--- config.mk ---
export PLATFORM = sky130hd
export DESIGN_NAME = ddr_fifo_loop_ctrl
export DESIGN_NICKNAME = d
export VERILOG_FILES = /design/src/rtl/ddr_global_pkg.sv /design/src/rtl/ddr_fifo_loop_ctrl.sv
export SDC_FILE = /design/constraint.sdc
export NUM_CORES = 1
export LEC_CHECK = 0
export ABC_CLOCK_PERIOD_IN_PS = 3200
export CAP_MARGIN = 25
export CORE_MARGIN = 3
export CORE_UTILIZATION = 50
export CTS_CLUSTER_SIZE = 28
export DETAILED_ROUTE_END_ITERATION = 10
export PLACE_DENSITY = 0.81
export SLEW_MARGIN = 10
export SYNTH_ARGS = -nofsm -noshare
export SYNTH_HDL_FRONTEND = slang
export SYNTH_SLANG_ARGS = --single-unit
--- constraint.sdc ---
create_clock -name i_clk -period 3.2 [get_ports i_clk]
set_clock_uncertainty 0.1 [all_clocks]
set_input_delay 0.8 -clock i_clk [delete_from_list [all_inputs] [get_ports i_clk]]
set_output_delay 0.8 -clock i_clk [all_outputs]
set_load 0.005 [all_outputs]
--- src/rtl/ddr_global_pkg.sv ---
// ----------------------------------------------------------------------------
// ddr_global_pkg
// Shared types and constants for the DDR FIFO helper blocks.
//   ddr_fifo_loop_state_t : state encoding of ddr_fifo_loop_ctrl
//   DDR_FIFO_LOOP_INF     : loop-count value that means "replay until stopped"
// ----------------------------------------------------------------------------
package ddr_global_pkg;

    typedef enum logic [2:0] {
        IDLE  = 3'd0,
        CLR   = 3'd1,
        LDPTR = 3'd2,
        FILL  = 3'd3,
        PLAY  = 3'd4,
        DONE  = 3'd5
    } ddr_fifo_loop_state_t;

    localparam logic [31:0] DDR_FIFO_LOOP_INF = '0;

endpackage : ddr_global_pkg

--- src/rtl/ddr_fifo_loop_ctrl.sv ---
// ----------------------------------------------------------------------------
// ddr_fifo_loop_ctrl
// Sequencer that uses a ddr_fifo (SYNC=1) as a looping pattern buffer:
// clear the FIFO, load the window start pointer, fill N entries from an
// upstream source, then replay the window [start_ptr..stop_ptr] for a
// programmed number of loops (0 = until i_stop).
//
// Ports
//   i_clk, i_rst_n          clock, asynchronous active-low reset
//   i_start / i_stop        sequence start (IDLE only) / abort pulses
//   i_cfg_start_ptr/_stop   replay window, stop inclusive
//   i_cfg_loop_cnt          loops to play, 0 = infinite
//   i_ld_valid, o_ld_ready  fill handshake (o_fifo_write = valid & ready)
//   i_rd_ready              downstream accepts a replay word
//   i_fifo_full             FIFO full flag (used by the error checker only)
//   o_fifo_*                FIFO control pins (everything except data)
//   o_busy, o_done, o_abort status; done/abort are one-cycle pulses
//   o_loop_cnt              completed loops
//   o_err                   sticky error flag
//
// Optional feature: define DDR_FIFO_LOOP_CTRL_ERR_CHK_EN to enable o_err
// (write while FIFO full, or i_start while busy). Otherwise o_err is 0.
// ----------------------------------------------------------------------------
module ddr_fifo_loop_ctrl
    import ddr_global_pkg::*;
#(
    parameter int AWIDTH     = 3,
    parameter int LCNT_WIDTH = 16
) (
    input  logic                  i_clk,
    input  logic                  i_rst_n,
    input  logic                  i_start,
    input  logic                  i_stop,
    input  logic [AWIDTH-1:0]     i_cfg_start_ptr,
    input  logic [AWIDTH-1:0]     i_cfg_stop_ptr,
    input  logic [LCNT_WIDTH-1:0] i_cfg_loop_cnt,
    input  logic                  i_ld_valid,
    output logic                  o_ld_ready,
    input  logic                  i_rd_ready,
    input  logic                  i_fifo_full,
    output logic                  o_fifo_clr,
    output logic                  o_fifo_loop_mode,
    output logic                  o_fifo_load_ptr,
    output logic [AWIDTH-1:0]     o_fifo_start_ptr,
    output logic [AWIDTH-1:0]     o_fifo_stop_ptr,
    output logic                  o_fifo_write,
    output logic                  o_fifo_read,
    output logic                  o_busy,
    output logic                  o_done,
    output logic                  o_abort,
    output logic [LCNT_WIDTH-1:0] o_loop_cnt,
    output logic                  o_err
);

    ddr_fifo_loop_state_t  state_q, state_d;

    logic [AWIDTH-1:0]     start_ptr_q;
    logic [AWIDTH-1:0]     stop_ptr_q;
    logic [LCNT_WIDTH-1:0] cfg_loop_q;

    logic [AWIDTH:0]       ent_cnt_q, ent_cnt_d;
    logic [LCNT_WIDTH-1:0] loop_cnt_q, loop_cnt_d;
    logic                  abort_q, abort_d;

    logic                  start_accept;
    logic                  wr_fire;
    logic                  rd_fire;
    logic [AWIDTH-1:0]     ptr_diff;
    logic [AWIDTH:0]       win_len;
    logic [AWIDTH:0]       ent_inc;
    logic [LCNT_WIDTH-1:0] loop_inc;
    logic                  loop_finite;

    // Window size N = ((stop - start) mod DEPTH) + 1; the AWIDTH-bit
    // subtraction provides the modulo, the extra bit holds N = DEPTH.
    assign ptr_diff    = stop_ptr_q - start_ptr_q;
    assign win_len     = {1'b0, ptr_diff} + (AWIDTH+1)'(1);
    assign ent_inc     = ent_cnt_q + (AWIDTH+1)'(1);
    assign loop_inc    = loop_cnt_q + LCNT_WIDTH'(1);
    assign loop_finite = (cfg_loop_q != LCNT_WIDTH'(DDR_FIFO_LOOP_INF));

    assign start_accept = i_start && (state_q == IDLE);
    assign wr_fire      = i_ld_valid && (state_q == FILL);
    // Reads ignore FIFO empty: in loop mode the pointers coincide once full.
    assign rd_fire      = i_rd_ready && (state_q == PLAY);

    // ------------------------------------------------------------------
    // State register
    // ------------------------------------------------------------------
    always_ff @(posedge i_clk or negedge i_rst_n) begin
        if (!i_rst_n) begin
            state_q <= IDLE;
        end else begin
            state_q <= state_d;
        end
    end

    // ------------------------------------------------------------------
    // Next-state and counter logic
    // ------------------------------------------------------------------
    always_comb begin
        state_d    = state_q;
        ent_cnt_d  = ent_cnt_q;
        loop_cnt_d = loop_cnt_q;
        abort_d    = abort_q;

        if (i_stop && (state_q != IDLE)) begin
            // Abort wins over any same-cycle fill/play progress; counters
            // freeze so o_loop_cnt reports only fully completed loops.
            state_d = CLR;
            abort_d = 1'b1;
        end else begin
            case (state_q)
                IDLE: begin
                    if (i_start) begin
                        state_d = CLR;
                    end
                end
                CLR: begin
                    ent_cnt_d = '0;
                    abort_d   = 1'b0;
                    if (abort_q) begin
                        // Keep the completed-loop count visible after abort.
                        state_d = IDLE;
                    end else begin
                        loop_cnt_d = '0;
                        state_d    = LDPTR;
                    end
                end
                LDPTR: begin
                    state_d = FILL;
                end
                FILL: begin
                    if (wr_fire) begin
                        if (ent_inc == win_len) begin
                            ent_cnt_d = '0;
                            state_d   = PLAY;
                        end else begin
                            ent_cnt_d = ent_inc;
                        end
                    end
                end
                PLAY: begin
                    if (rd_fire) begin
                        if (ent_inc == win_len) begin
                            ent_cnt_d  = '0;
                            loop_cnt_d = loop_inc;
                            if (loop_finite && (loop_inc == cfg_loop_q)) begin
                                state_d = DONE;
                            end
                        end else begin
                            ent_cnt_d = ent_inc;
                        end
                    end
                end
                DONE: begin
                    state_d = IDLE;
                end
                default: begin
                    state_d = IDLE;
                end
            endcase
        end
    end

    always_ff @(posedge i_clk or negedge i_rst_n) begin
        if (!i_rst_n) begin
            ent_cnt_q   <= '0;
            loop_cnt_q  <= '0;
            abort_q     <= 1'b0;
            start_ptr_q <= '0;
            stop_ptr_q  <= '0;
            cfg_loop_q  <= '0;
        end else begin
            ent_cnt_q  <= ent_cnt_d;
            loop_cnt_q <= loop_cnt_d;
            abort_q    <= abort_d;
            if (start_accept) begin
                start_ptr_q <= i_cfg_start_ptr;
                stop_ptr_q  <= i_cfg_stop_ptr;
                cfg_loop_q  <= i_cfg_loop_cnt;
            end
        end
    end

    // ------------------------------------------------------------------
    // Output logic
    // ------------------------------------------------------------------
    always_comb begin
        o_ld_ready       = 1'b0;
        o_fifo_clr       = 1'b0;
        o_fifo_loop_mode = 1'b0;
        o_fifo_load_ptr  = 1'b0;
        o_fifo_write     = 1'b0;
        o_fifo_read      = 1'b0;
        o_done           = 1'b0;
        o_abort          = 1'b0;
        case (state_q)
            CLR: begin
                o_fifo_clr = 1'b1;
                o_abort    = abort_q;
            end
            LDPTR: begin
                o_fifo_load_ptr  = 1'b1;
                o_fifo_loop_mode = 1'b1;
            end
            FILL: begin
                o_ld_ready       = 1'b1;
                o_fifo_loop_mode = 1'b1;
                o_fifo_write     = wr_fire;
            end
            PLAY: begin
                o_fifo_loop_mode = 1'b1;
                o_fifo_read      = rd_fire;
            end
            DONE: begin
                o_done = 1'b1;
            end
            default: begin
            end
        endcase
    end

    assign o_busy           = (state_q != IDLE);
    assign o_fifo_start_ptr = start_ptr_q;
    assign o_fifo_stop_ptr  = stop_ptr_q;
    assign o_loop_cnt       = loop_cnt_q;

`ifdef DDR_FIFO_LOOP_CTRL_ERR_CHK_EN
    logic err_q;

    always_ff @(posedge i_clk or negedge i_rst_n) begin
        if (!i_rst_n) begin
            err_q <= 1'b0;
        end else if (start_accept) begin
            err_q <= 1'b0;
        end else if ((wr_fire && i_fifo_full) || (i_start && (state_q != IDLE))) begin
            err_q <= 1'b1;
        end
    end

    assign o_err = err_q;
`else
    logic unused_fifo_full;
    assign unused_fifo_full = i_fifo_full;
    assign o_err            = 1'b0;
`endif

endmodule : ddr_fifo_loop_ctrl

==> flow_summary.html <==
<table>
<tr><th>Metric</th><th>Value</th></tr>
<tr><th colspan="2">Status</th></tr>
<tr><td>Run status</td><td>complete, no violations</td></tr>
<tr><th colspan="2">Detailed routing</th></tr>
<tr><td>Detailed-route via count</td><td>2476</td></tr>
<tr><td>Routed WL per cell</td><td>around 17 µm</td></tr>
<tr><td>Count of unresolved DRC violations after routing</td><td>0</td></tr>
<tr><td>Vias/cell</td><td>5.95</td></tr>
<tr><td>Final WL</td><td>6870 µm</td></tr>
<tr><td>DRT antenna net count</td><td>0</td></tr>
<tr><td>Count of routing violations after the opening detailed-route iteration</td><td>186</td></tr>
<tr><td>Drt pass-1 iters</td><td>4</td></tr>
<tr><th colspan="2">CTS</th></tr>
<tr><td>CTS tree</td><td>built</td></tr>
<tr><td>Clock sinks</td><td>46</td></tr>
<tr><td>Clock-pin slew on the worst setup and hold paths</td><td>0.09 ns</td></tr>
<tr><td>Postcts setup bufs</td><td>0</td></tr>
<tr><td>H-tree level count</td><td>2</td></tr>
<tr><td>Clk Latency, worst-skew pair</td><td>roughly 0.31 ns</td></tr>
<tr><td>Post-CTS Hold Fix Bufs</td><td>0</td></tr>
<tr><td>Number of buffers between clock root and the deepest sink</td><td>2</td></tr>
<tr><td>Number of buffers created by CTS</td><td>5</td></tr>
<tr><td>CTS Root Buffer Type</td><td>clkbuf_8</td></tr>
<tr><th colspan="2">Layout</th></tr>
<tr><td>NumNets Final</td><td>379</td></tr>
<tr><td>Share of cells above drive strength 1</td><td>14.2%</td></tr>
<tr><td>Diode count</td><td>0</td></tr>
<tr><td>Highest-count cells in the layout ignoring fill and taps</td><td>57 x clkdlybuf4s50_1, 46 x dfrtp_1, 22 x nand2_1</td></tr>
<tr><td>Most common library cell in the layout ignoring fill and taps</td><td>clkdlybuf4s50_1</td></tr>
<tr><td>Syn-to-layout area delta</td><td>25.1%</td></tr>
<tr><td>Final core utilization</td><td>67.3%</td></tr>
<tr><th colspan="2">Timing</th></tr>
<tr><td>Count of final hold-check violations</td><td>0</td></tr>
<tr><td>Slew at the pin with the worst max-slew slack</td><td>around 0.55 ns</td></tr>
<tr><td>Final total negative setup slack</td><td>0 ns</td></tr>
<tr><td>Min Clock Period, post-route</td><td>approximately 3.0 ns</td></tr>
<tr><td>Max Transition Viols Final</td><td>0</td></tr>
<tr><td>Setup repair after global routing missed its margin</td><td>no</td></tr>
<tr><td>Final setup fails</td><td>0</td></tr>
<tr><td>Fmax achieved</td><td>roughly 330 MHz</td></tr>
<tr><td>Worst relative slew slack</td><td>63.2%</td></tr>
<tr><td>Fin crit share</td><td>95.3%</td></tr>
<tr><th colspan="2">Power and ir drop</th></tr>
<tr><td>Power per cell area</td><td>around 700 nW/µm²</td></tr>
<tr><td>Clock group share of total power</td><td>14.5%</td></tr>
<tr><td>Internal power of the cells</td><td>0.00156 W</td></tr>
<tr><td>Switching Fraction</td><td>between 30% and 40%</td></tr>
<tr><td>Combinational cell fraction of total power</td><td>47.4%</td></tr>
<tr><td>Switching component of the power</td><td>between 0.0009 and 0.001 W</td></tr>
<tr><td>Static Leakage</td><td>1.50 nW</td></tr>
<tr><td>Register share of total power</td><td>38.1%</td></tr>
<tr><td>Worst IR drop on VDD</td><td>0.512 mV</td></tr>
<tr><th colspan="2">Yosys</th></tr>
<tr><td>Synthesized area</td><td>roughly 2900 µm²</td></tr>
<tr><td>Mean instance size in the synthesized netlist</td><td>9.90 µm²</td></tr>
<tr><td>Synthesis Warnings</td><td>0</td></tr>
<tr><td>Leading post-synthesis cells by cell area</td><td>dfrtp_1 40%, mux2_2 7.8%, xnor2_1 5.8%, o21ai_0 3.7%, xor2_1 3.7%</td></tr>
<tr><td>Nets in the synthesized netlist</td><td>324</td></tr>
<tr><td>Main flop type after synthesis</td><td>dfrtp_1</td></tr>
<tr><td>Synthesis-stage register bit count</td><td>46</td></tr>
<tr><td>Synth cell types</td><td>56</td></tr>
<tr><td>Cells after Synth</td><td>290</td></tr>
<tr><td>Yosys top cell area share</td><td>40.1%</td></tr>
<tr><td>Synth async-reset ratio</td><td>100%</td></tr>
<tr><td>Post-synth EDFFs</td><td>0</td></tr>
<tr><td>Fraction of the yosys area taken by sequential cells</td><td>between 40 and 50%</td></tr>
<tr><td>Cell accounting for the most synthesized area</td><td>dfrtp_1</td></tr>
<tr><th colspan="2">Setup path</th></tr>
<tr><td>Peak fanout along the critical path</td><td>15</td></tr>
<tr><td>Crit Reg-Reg Startpoint</td><td>o_fifo_start_ptr[0]</td></tr>
<tr><td>Crit Path Class</td><td>register to register</td></tr>
<tr><td>Most used cell, CP</td><td>ha_1</td></tr>
<tr><td>Cell type of the slowest stage on the worst timing path</td><td>or2_2</td></tr>
<tr><td>Arrival @ worst endpoint</td><td>3.17 ns</td></tr>
<tr><td>Element type at the critical path end</td><td>register</td></tr>
<tr><td>Buffering stage count on the worst path with inverters included</td><td>1</td></tr>
<tr><td>Worst setup path startpoint</td><td>o_fifo_start_ptr[0]</td></tr>
<tr><td>Worst path required time</td><td>3.32 ns</td></tr>
<tr><td>End of the worst register-to-register path</td><td>o_loop_cnt[13]</td></tr>
<tr><td>Cell family contributing the most delay on the critical path</td><td>adder cells</td></tr>
<tr><td>Series of cell instances along the critical path</td><td>ha_1 -&gt; inv_1 -&gt; fa_1 -&gt; ha_1 -&gt; xnor3_1 -&gt; xor2_1 -&gt; nand3_1 -&gt; o31a_1 -&gt; or2_2 -&gt; o31ai_1</td></tr>
<tr><td>Worst path depth</td><td>10</td></tr>
<tr><td>Reg-to-reg setup timing slack</td><td>0.15 ns</td></tr>
<tr><td>Slowest Stage Delay on Critical Path</td><td>approximately 0.43 ns</td></tr>
<tr><td>Number of cell instances on the worst register-to-register path</td><td>10</td></tr>
<tr><td>Last element of the critical path</td><td>o_loop_cnt[13]</td></tr>
<tr><td>Element type at the critical path start</td><td>register</td></tr>
<tr><th colspan="2">Global route</th></tr>
<tr><td>Global-route wire length before repair</td><td>11500 µm</td></tr>
<tr><td>Via count of the first global-routing pass</td><td>approximately 2.4k</td></tr>
<tr><td>Overall global routing resource usage</td><td>22.4%</td></tr>
<tr><td>Remaining global-route overflow</td><td>0</td></tr>
<tr><td>Antenna violations before repair</td><td>0</td></tr>
<tr><td>Maximum number of pins on one net before global-route repair</td><td>25</td></tr>
<tr><th colspan="2">Floorplan</th></tr>
<tr><td>Number of core rows</td><td>26</td></tr>
<tr><td>Die height</td><td>81.8 µm</td></tr>
<tr><td>Area of the die</td><td>6690 µm²</td></tr>
<tr><td>Horizontal die dimension</td><td>81.8 µm</td></tr>
<tr><td>Core Area</td><td>5340 µm²</td></tr>
<tr><td>I/O pin cnt</td><td>61</td></tr>
<tr><td>Initial standard-cell utilization of the core</td><td>53.8%</td></tr>
<tr><th colspan="2">Placement</th></tr>
<tr><td>Placer's final routability congestion estimate</td><td>0.906</td></tr>
<tr><td>HPWL after detailed placement</td><td>5080 µm</td></tr>
<tr><td>Number of port buffers</td><td>58</td></tr>
<tr><th colspan="2">Worst hold path</th></tr>
<tr><td>Worst min-delay path class</td><td>input pin to async pin</td></tr>
<tr><th colspan="2">Job</th></tr>
<tr><td>Maxcap violations</td><td>0</td></tr>
</table>
## cell type report
type | count | area [µm²]
repair buffers | 65 | 628
inverters | 8 | 30.0
multi-input cells | 219 | 1600
fillers | 446 | 1740
well taps | 70 | 87.6
clock buffers | 5 | 68.8
flip-flops and latches | 46 | 1150
clock inverters | 3 | 21.3
## power by group through the flow
stage	clock [W]	combinational [W]	sequential [W]
2_1_floorplan	0	0.000845	0.000888
3_3_place_gp	0	0.00113	0.000953
3_5_place_dp	0	0.00118	0.000961
4_1_cts	0.000371	0.00119	0.000949
5_1_grt	0.000406	0.00130	0.000981
6_report	0.000362	0.00119	0.000952
## metrics by stage
stage                     area [µm²]  total power, W  std cells  hold slack (ns)  setup slack (ns)
final                           3590         0.00250        416            0.354             0.152
after global routing            3590         0.00268        416            0.383            0.0159
after CTS                       3580         0.00251        416            0.372             0.118
after detailed placement        3490         0.00214        408            0.424             0.132
after global placement          3490         0.00209        408            0.400             0.193
after floorplan                 2870         0.00173        290            0.376             0.272
## per-layer routing
| layer | vias to the layer above | GRT usage, % | wire, µm |
|---|---|---|---|
| met3 | 13 | 6.25 | 506 |
| met2 | 94 | 34.7 | 3230 |
| met1 | 1201 | 30.4 | 2990 |
| met5 | - | 0 | 0 |
| li1 | 1168 | - | - |
| met4 | 0 | 6.98 | 141 |
## flip-flops by register name, indices dropped and copies added, names as in the netlist
register / count
abort_q: 1
ent_cnt_q: 4
o_loop_cnt: 16
o_fifo_stop_ptr: 3
state_q: 3
cfg_loop_q: 16
o_fifo_start_ptr: 3
## synth_stat cells (4+ instances only)
cell      number
mux2_2        20
inv_1          8
buf_4          6
clkbuf_1       7
nor2_1        16
o41ai_1        5
o31ai_1        9
xnor2_1       19
and3_1        10
and2_1         4
o21ai_0       21
nand3_1        9
a21oi_1        9
xor2_1        12
nand2_1       22
nor4_1         6
dfrtp_1       46
ha_1           4
a21o_1         4
## what timing repair did
| item | 4_1_cts | 5_1_grt |
|---|---|---|
| hold endpoints to repair | 0 | 0 |
| endpoints found under the setup margin | 0 | 6 |
| resized for setup | 0 | 3 |
## worst reg2reg max path: stages, from the launching register on
cell	delay, ns
dfrtp_1	0.41
ha_1	0.20
inv_1	0.07
fa_1	0.42
ha_1	0.20
xnor3_1	0.22
xor2_1	0.16
nand3_1	0.14
o31a_1	0.32
or2_2	0.43
o31ai_1	0.30
## worst min-delay path by stage
| stage | to | cells after the start | start | slack, ns |
|---|---|---|---|---|
| final | o_fifo_stop_ptr[2] | 1 | i_rst_n | 0.35 |
| after global routing | o_fifo_stop_ptr[2] | 1 | i_rst_n | 0.38 |
| after CTS | o_fifo_stop_ptr[2] | 1 | i_rst_n | 0.37 |
| after detailed placement | ent_cnt_q[2] | 1 | ent_cnt_q[2] | 0.42 |
| after global placement | ent_cnt_q[1] | 2 | ent_cnt_q[1] | 0.40 |
| after floorplan | ent_cnt_q[1] | 2 | ent_cnt_q[1] | 0.38 |
## logic make-up (layout without fill, tap and decap cells)
kind of cell,Yosys count,in the layout,synth area share (%)
flip-flops,46,46,40.1
other,1,1,0.131
AND/OR/NAND/NOR,96,96,19.4
AO/OA/AOI/OAI,64,64,14.6
XOR/XNOR,33,33,11.0
adder cells (fa/ha/maj),5,5,2.44
multiplexers,20,20,7.85
buffers and inverters,25,81,4.45
No activity file was read; power rests on OpenSTA's default activity.
